`config.mk`:
```
export PLATFORM = sky130hd
export DESIGN_NAME = signal_modulator
export DESIGN_NICKNAME = d
export VERILOG_FILES = /design/src/rtl/bpsk_tx_pkg.sv /design/src/rtl/carrier_lut.sv /design/src/rtl/signal_modulator.sv
export SDC_FILE = /design/constraint.sdc
export NUM_CORES = 1
export LEC_CHECK = 0
export ABC_AREA = 1
export CELL_PAD_IN_SITES_DETAIL_PLACEMENT = 1
export CELL_PAD_IN_SITES_GLOBAL_PLACEMENT = 1
export CORE_MARGIN = 2
export CORE_UTILIZATION = 25
export DETAILED_ROUTE_END_ITERATION = 8
export PLACE_DENSITY_LB_ADDON = 0.1
export SLEW_MARGIN = 20
export SYNTH_ARGS = -nofsm -noshare
export SYNTH_HDL_FRONTEND = slang
export SYNTH_HIERARCHICAL = 1
export SYNTH_SLANG_ARGS = --single-unit
```
`constraint.sdc`:
```
create_clock -name clk -period 2.5 [get_ports clk]
set_clock_uncertainty 0.15 [all_clocks]
set_input_delay 0.5 -clock clk [delete_from_list [all_inputs] [get_ports clk]]
set_output_delay 0.5 -clock clk [all_outputs]
set_load 0.05 [all_outputs]
```
`src/rtl/bpsk_tx_pkg.sv`:
```
// bpsk_tx_pkg: shared types and elaboration-time helpers for the BPSK transmitter
package bpsk_tx_pkg;
  typedef enum logic [2:0] {IDLE, PREAMBLE, SYNC, PAYLOAD, TAIL} state_t;
  localparam logic [7:0] SYNC_WORD_DEF = 8'hA5;
  function automatic int cnt_w(input int n);
    return (n <= 2) ? 1 : $clog2(n);
  endfunction
  function automatic int sine_sample(input int k, input int n, input int dw);
    real a;
    a = real'((1 << (dw - 1)) - 1);
    return int'(a * $sin(6.283185307179586 * real'(k) / real'(n)));
  endfunction
endpackage

```
`src/rtl/carrier_lut.sv`:
```
// carrier_lut: combinational sine ROM, one signed sample per phase index
module carrier_lut import bpsk_tx_pkg::*; #(
  parameter int DATA_WIDTH = 12,
  parameter int SAMPLES_PER_CYCLE = 16
) (
  input  logic [$clog2(SAMPLES_PER_CYCLE)-1:0] phase,
  output logic signed [DATA_WIDTH-1:0] sample
);
  logic signed [DATA_WIDTH-1:0] rom [SAMPLES_PER_CYCLE];
  for (genvar k = 0; k < SAMPLES_PER_CYCLE; k++) begin : g_rom
    assign rom[k] = DATA_WIDTH'(sine_sample(k, SAMPLES_PER_CYCLE, DATA_WIDTH));
  end
  assign sample = rom[phase];
endmodule

```
`src/rtl/signal_modulator.sv`:
```
// signal_modulator: BPSK framer/modulator (preamble, sync, payload, tail) driving an offset-binary DAC
module signal_modulator import bpsk_tx_pkg::*; #(
  parameter int DATA_WIDTH = 12,
  parameter int PACKET_WIDTH = 4,
  parameter int SAMPLES_PER_CYCLE = 16,
  parameter int CYCLES_PER_BIT = 4,
  parameter int PREAMBLE_BITS = 16,
  parameter logic [7:0] SYNC_WORD = SYNC_WORD_DEF
) (
  input  logic clk,
  input  logic rst_n,
  input  logic sample_tick,
  input  logic [PACKET_WIDTH*8-1:0] packet,
  input  logic packet_valid,
  output logic packet_ready,
  output logic busy,
  output logic done,
  output logic bit_out,
  output logic [DATA_WIDTH-1:0] sample_out
);
  localparam int PHW = $clog2(SAMPLES_PER_CYCLE);
  localparam int CW = cnt_w(CYCLES_PER_BIT);
  localparam int NB = PACKET_WIDTH * 8;
  localparam int BW = cnt_w(PREAMBLE_BITS + 8 + NB);
  localparam logic [DATA_WIDTH-1:0] MID = {1'b1, {(DATA_WIDTH-1){1'b0}}};
  state_t state, state_nxt;
  logic [PHW-1:0] phase;
  logic [CW-1:0] cyc;
  logic [BW-1:0] bit_cnt, bit_len;
  logic [NB+7:0] sr;
  logic cur_bit, bit_end, last;
  logic signed [DATA_WIDTH-1:0] s;
  logic [DATA_WIDTH-1:0] s_u;
  carrier_lut #(.DATA_WIDTH(DATA_WIDTH), .SAMPLES_PER_CYCLE(SAMPLES_PER_CYCLE)) u_lut (
    .phase(phase),
    .sample(s)
  );
  assign s_u = s;
  assign bit_end = sample_tick && state != IDLE && phase == '1 && cyc == CW'(CYCLES_PER_BIT - 1);
  assign bit_len = state == PREAMBLE ? BW'(PREAMBLE_BITS) : state == SYNC ? BW'(8) :
                   state == PAYLOAD ? BW'(NB) : BW'(1);
  assign last = bit_end && bit_cnt == bit_len - 1'b1;
  assign bit_out = cur_bit;
  always_ff @(posedge clk or negedge rst_n)
    if (!rst_n) state <= IDLE;
    else state <= state_nxt;
  always_comb begin
    state_nxt = state;
    if (state == IDLE && packet_valid) state_nxt = PREAMBLE;
    else if (last) state_nxt = state == PREAMBLE ? SYNC : state == SYNC ? PAYLOAD :
                               state == PAYLOAD ? TAIL : IDLE;
  end
  always_comb begin
    packet_ready = state == IDLE;
    busy = state != IDLE;
    done = state == TAIL && last;
  end
  // sync word and payload share one shift register, so both just shift out MSB first
  always_ff @(posedge clk or negedge rst_n)
    if (!rst_n) begin
      phase <= '0;
      cyc <= '0;
      bit_cnt <= '0;
      sr <= '0;
      cur_bit <= 1'b0;
      sample_out <= MID;
    end else if (state == IDLE) begin
      if (packet_valid) begin
        phase <= '0;
        cyc <= '0;
        bit_cnt <= '0;
        sr <= {SYNC_WORD, packet};
        cur_bit <= 1'b1;
      end
    end else if (sample_tick) begin
      sample_out <= state == TAIL ? MID : cur_bit ? MID + s_u : MID - s_u;
      phase <= phase + 1'b1;
      if (phase == '1) cyc <= bit_end ? '0 : cyc + 1'b1;
      if (bit_end) begin
        bit_cnt <= last ? '0 : bit_cnt + 1'b1;
        if (state == PREAMBLE && !last) cur_bit <= ~cur_bit;
        else if (state == TAIL || (state == PAYLOAD && last)) cur_bit <= 1'b0;
        else begin
          cur_bit <= sr[NB+7];
          sr <= sr << 1;
        end
      end
    end
endmodule

```
==> run summary, run 1 <==
Cell Rows -> 46
final hold vios -> 0
crit path cell chain -> inv_2, nand2_1, buf_4, buf_12
largest net degree at the start of global routing -> 41
post-route clock period utilization -> 0.9690
Slew Limit Fails -> 0
largest area contributor in the netlist -> dfrtp_1
net count after synthesis -> 620
post-placement cell count -> 838
clk buf depth -> 2
Most Crowded Layer GR -> met2
fin util -> 0.3437
area grow syn2layout -> 34.12%
global placer's final weighted congestion -> 0.7595
Via density -> 4.476
Die Footprint -> 0.01738 mm^2
DRC Markers -> 0
HPWL after DPL -> 8079 um
ant diodes -> 0
post-DR wirelength/cell -> 13.96 um
Slew @ Worst Pin -> 0.5758 ns
flops & latches, synth -> 68
GR Util met2 -> 0.2429
post-layout power -> 4768 uW
critical path startpoint -> state[2]
max_cap viols -> 0
DRT iter0 DRCs -> 126
slowest CP cell -> dfrtp_1
critical path fanouts, max -> 36
EDFF count, synth -> 0
Tot GR Track Use -> 0.1462
min cycle time layout -> 2.422 ns
mapped cell area -> 0.004085 mm^2
Seq/Total Area, Yosys -> 0.4168
CP top delay family -> buffers and inverters
first-pass GRT wire length -> 20600 um
CTS tree -> built
Port Buffer Count -> 51
Startpoint Class -> register
Vias -> 3867
die height -> 131.8 um
leak pwr -> 0.002798 uW
non-filler cells, final -> 864
fraction of layout cells with a size suffix above 1 -> 0.1590
IO Count -> 52
CTS clk-pin slew, worst paths -> 0.06 ns
Worst VDD drop -> 0.4167 mV
Worst R2R Setup Slack -> 0.18 ns
Initial Util -> 0.2562
GR Util met3 -> 0.02422
worst r2r src -> phase[0]
syn avg cell area -> 7.142 um^2
Max-slew headroom -> 0.6161
FFs w/ async S/R, synth -> 1.000
share of the synthesized area in the top cell type -> 0.4104
met1 Track Usage GR -> 0.1923
vias in the first global route -> 4110
Final setup viols -> 0
total iterations of the first detailed-routing run -> 5
root buffer cell -> clkbuf_16
gr ovfl total -> 0
Max stage delay on crit path -> 0.46 ns
worst min path class -> reg2reg
status -> completed
Yosys cell types -> 36
initial antenna violation count -> 0
Core Area -> 0.01594 mm^2
Crit. End Element -> output pin
H-tree depth -> 3
pwr/cell area -> 870.2 mW/mm^2
CP Class -> reg2out
most common cell after layout, fill and taps aside -> nand2_1
Max Freq -> 0.4128 GHz
Num CTS Buffers -> 9
leading post-synthesis cells by cell area -> dfrtp_1 41%, nand2_1 23%, nand3_1 7.4%, ha_1 3.7%, inv_1 2.8%
most frequent cells in the layout -> 250 x nand2_1, 65 x dfrtp_1, 58 x nand3_1
Routed Antenna Nets -> 0
Critical Path AT -> 1.77 ns
Worst EP required -> 1.85 ns
Die W -> 131.8 um
worst skew pair latency -> 0.34 ns
Yosys warnings -> 6
Synth Instances -> 572
RSZ-0062 raised after global routing -> yes
Post-Route WL -> 12060 um
clock sinks -> 68
fin nets -> 691
Worst Hold Launch -> sr[31]
most common flop cell mapped by yosys -> dfrtp_1
CP bufs+invs -> 3
-- metal layers --
| layer | share of wire | wire (um) |
|---|---|---|
| met1 | 0.48 | 5840 |
| met3 | 0.021 | 258 |
| met2 | 0.48 | 5797 |
| met5 | 0 | 0 |
| met4 | 0.014 | 167 |
-- sequential cells by signal (all words and copies together), names as in the netlist --
name        cells
sr             40
sample_out     12
bit_cnt         6
phase           4
state           3
cyc             2
bit_out         1
-- final timing paths --
| path | to | depth (start not counted) |
|---|---|---|
| max reg2reg | sample_out[9] | 15 |
| max in group asynchronous | sample_out[11] | 3 |
| min reg2reg | sr[31] | 2 |
| min | sr[31] | 2 |
| min in group asynchronous | sample_out[6] | 2 |
| max | busy | 4 |
-- cell type report --
| cell class | instances | area, um^2 |
|---|---|---|
| timing repair buffer | 88 | 863.3 |
| clock buffer | 13 | 270.3 |
| inverter | 35 | 141.4 |
| multi-input combinational | 441 | 2161 |
| sequential | 68 | 1705 |
| tap | 216 | 270.3 |
| fill | 1941 | 10460 |
| clock inverter | 3 | 67.56 |
-- cell families after synthesis --
logic type,synth area share
AND/OR/NAND/NOR,0.4061
flip-flops,0.4168
adder cells (fa/ha/maj),0.03675
XOR/XNOR,0.006433
AO/OA/AOI/OAI,0.05820
buffers and inverters,0.07565
-- worst register-to-register path: stages, from the launching register on --
cell,delay (ns)
dfrtp_1,0.39
buf_6,0.13
buf_4,0.15
ha_1,0.19
inv_1,0.09
nand2_1,0.06
nand3_1,0.10
nand2_2,0.12
nor3_4,0.21
nand3_2,0.10
nor2_2,0.15
a21oi_2,0.09
nor2_1,0.10
nand2_1,0.06
nand3_1,0.08
nand2_1,0.05
-- report_power, final --
part	switching [uW]	internal [uW]
logic	1300	711
registers	93.6	1190
clock network	508	956
-- synthesized netlist by cell type (2+ instances only) --
cell and number:
or2_2 4, buf_2 11, nand3_1 60, ha_1 12, nand2_2 10, dfrtp_1 67
inv_1 30, xor2_1 3, nor2_2 2, buf_4 5, nand4_1 5, nand2_1 252
inv_2 3, nor3_1 9, nor2_1 26, clkbuf_1 8, a21oi_1 17, nand2_4 2
o21ai_0 20, nand3b_1 5, nor2_4 2, buf_6 4, o21ai_2 2
-- stage by stage --
| step | setup slack [ns] | setup TNS (ns) | instance area (um^2) | hold WS (ns) |
|---|---|---|---|---|
| after floorplan | 0.1043 | 0 | 4088 | 0.05441 |
| after CTS | 0.02684 | 0 | 5419 | 0.3321 |
| after global routing | -0.03444 | -0.05354 | 5479 | 0.3454 |
| after detailed placement | -0.05954 | -1.189 | 4969 | 0.3154 |
| after global placement | -0.02958 | -0.2638 | 4969 | 0.3084 |
| final | 0.07752 | 0 | 5479 | 0.3305 |
-- timing repair --
item,in CTS,in global routing
setup endpoints to repair,7,32
endpoints found under the hold margin,28,0
gates resized for setup,12,12
pin swaps,3,4
hold buffers,1,0
setup buffers,7,2
(Power assumes the default switching activity.)
==> inputs of run 2 (changes only) <==
Settings changed: TNS_END_PERCENT set to 5.
==> run 2 against run 1 <==
Against the previous run: routed wire length barely moved; via count fell by 0.18%; total power fell by 0.13%; critical path depth did not move; setup slack barely moved; count of clock-buffer cells in the layout did not move; worst hold slack barely moved; cell count did not move; clock power barely moved; core utilization barely moved; sequential share of layout area barely moved; maximum frequency barely moved; critical path type unchanged; highest routed layer unchanged.
==> run summary, run 2 (synthesis gave the netlist of run 1 again) <==
status -> completed
sw frac -> 0.3992 (-0.0006076)
Port Buffer Count -> 51 (unchanged)
internal power -> 2860 uW (about the same)
DRT iter0 DRCs -> 123 (-2.4%)
Most Crowded Layer GR -> met2
sequential share of power -> 0.270 (about the same)
Max Freq -> 0.4127 GHz (about the same)
Regs by FF count -> sr x40, sample_out x12, bit_cnt x6
met1 Track Usage GR -> 0.1923 (unchanged)
most common cell after layout, fill and taps aside -> nand2_1
Final setup viols -> 0 (unchanged)
gr ovfl total -> 0 (unchanged)
Cell Rows -> 46 (unchanged)
Slew @ Worst Pin -> 0.5753 ns (-0.0005527 ns)
worst skew pair latency -> 0.34 ns (about the same)
Fin Setup TNS -> 0 ns (unchanged)
GR Util met2 -> 0.2429 (unchanged)
first-pass GRT wire length -> 20600 um (unchanged)
most frequent cells in the layout -> 250 x nand2_1, 65 x dfrtp_1, 59 x nand3_1
Die Footprint -> 0.01738 mm^2 (unchanged)
Routed Antenna Nets -> 0 (unchanged)
Final WS setup -> 0.07721 ns (-0.0003085 ns)
max_cap viols -> 0 (unchanged)
initial antenna violation count -> 0 (unchanged)
FF-to-FF End -> sample_out[9]
die height -> 131.8 um (unchanged)
worst min path class -> reg2reg
Psw -> 1901 uW (-0.28%)
slowest CP cell -> dfrtp_1
IO Count -> 52 (unchanged)
H-tree depth -> 3 (unchanged)
Via density -> 4.468 (-0.18%)
Startpoint Class -> register
Cells on Worst Hold Path -> 2 (unchanged)
fin nets -> 691 (unchanged)
Initial Util -> 0.2562 (unchanged)
CP Class -> reg2out
fraction of layout cells with a size suffix above 1 -> 0.1574 (-0.001543)
Max stage delay on crit path -> 0.46 ns (about the same)
crit path cell chain -> inv_2, nand2_1, buf_4, buf_12
max reg flops -> 40 (unchanged)
global placer's final weighted congestion -> 0.7595 (unchanged)
Core Area -> 0.01594 mm^2 (unchanged)
Critical Path AT -> 1.77 ns (about the same)
HPWL after DPL -> 8079 um (unchanged)
clk buf depth -> 2 (unchanged)
pwr/cell area -> 869.8 mW/mm^2 (about the same)
Num CTS Buffers -> 9 (unchanged)
largest reg by FF count -> sr
Worst R2R Setup Slack -> 0.18 ns (about the same)
r2r worst-path depth -> 15 (unchanged)
post-route cell area -> 0.005474 mm^2 (about the same)
area grow syn2layout -> 34.00% (about the same)
Combinational Power Share -> 0.422 (about the same)
post-route clock period utilization -> 0.9691 (about the same)
Worst EP required -> 1.85 ns (about the same)
Slew Limit Fails -> 0 (unchanged)
total iterations of the first detailed-routing run -> 5 (unchanged)
CTS clk-pin slew, worst paths -> 0.06 ns (about the same)
Vias -> 3860 (-0.18%)
Post-Route WL -> 12070 um (about the same)
post-DR wirelength/cell -> 13.97 um (about the same)
Max-slew headroom -> 0.6165 (about the same)
GR Util met3 -> 0.02422 (unchanged)
Die W -> 131.8 um (unchanged)
RSZ-0062 raised after global routing -> yes
Tot GR Track Use -> 0.1462 (unchanged)
Worst VDD drop -> 0.4171 mV (about the same)
Clk pwr share -> 0.308 (about the same)
vias in the first global route -> 4110 (unchanged)
CTS tree -> built
Crit. End Element -> output pin
critical path fanouts, max -> 36 (unchanged)
Placed Area -> 0.004969 mm^2 (unchanged)
largest net degree at the start of global routing -> 41 (unchanged)
DRC Markers -> 0 (unchanged)
min cycle time layout -> 2.423 ns (+0.0003085 ns)
final hold vios -> 0 (unchanged)
ant diodes -> 0 (unchanged)
clock sinks -> 68 (unchanged)
leak pwr -> 0.002799 uW (about the same)
root buffer cell -> clkbuf_16
worst r2r src -> phase[0]
hold path endpoint -> sr[36]
Worst Hold Launch -> sr[36]
Post-Place Worst Slack -> -0.05954 ns (unchanged)
-- run 2: worst max-delay path by stage --
stage / startpoint / endpoint / slack, ns / depth (start not counted)
floorplan: phase[1] / done / 0.10 / 7
global placement: sample_tick / sr[28] / -0.03 / 9
detailed placement: sample_tick / sr[6] / -0.06 / 9
CTS: phase[1] / done / 0.03 / 9
global route: phase[0] / sample_out[9] / -0.05 / 15
finish: state[2] / busy / 0.08 / 4
-- run 2: final cells by class --
class                           instances  area, um^2
Sequential cell                        68        1705
Timing Repair Buffer                   88       863.3
Inverter                               35       141.4
Fill cell                            1941       10470
Tap cell                              216       270.3
Multi-Input combinational cell        441        2156
Clock buffer                           13       270.3
Clock inverter                          3       67.56
-- run 2: timing repair --
| action | 4_1_cts | 5_1_grt |
|---|---|---|
| buffers inserted | 7 | 2 |
| setup endpoints to repair | 7 | 32 |
| gates resized for setup | 12 | 11 |
| hold buffers | 1 | 0 |
| pin swaps | 3 | 3 |
| endpoints found under the hold margin | 28 | 0 |
-- run 2: metrics by stage --
stage	util	hold slack, ns	power [uW]	std cells
2_1_floorplan	-	0.05441	2602	572
3_3_place_gp	0.3116	0.3084	3156	838
3_5_place_dp	0.3116	0.3154	3181	838
4_1_cts	0.3399	0.3321	4766	862
5_1_grt	0.3434	0.3454	5110	864
6_report	0.3434	0.3304	4761	864
-- run 2: layer usage --
layer  wire, um  up-vias
met2       5804       43
met4        167        0
met1       5842     1847
met5          0        -
li1           -     1957
met3        252       13
-- run 2: worst max-delay path, delay by kind of cell (launching register included) --
family                 cells  cell delay (ns)
buffers and inverters      3             0.75
DFF                        1             0.46
and+or+nand+nor            1             0.21
-- run 2: power by group through the flow --
| stage | clock network (uW) | registers, uW | logic, uW |
|---|---|---|---|
| CTS | 1510 | 1290 | 1970 |
| global placement | 0 | 1300 | 1860 |
| floorplan | 0 | 1390 | 1210 |
| finish | 1460 | 1290 | 2010 |
| detailed placement | 0 | 1300 | 1880 |
| global route | 1550 | 1300 | 2260 |
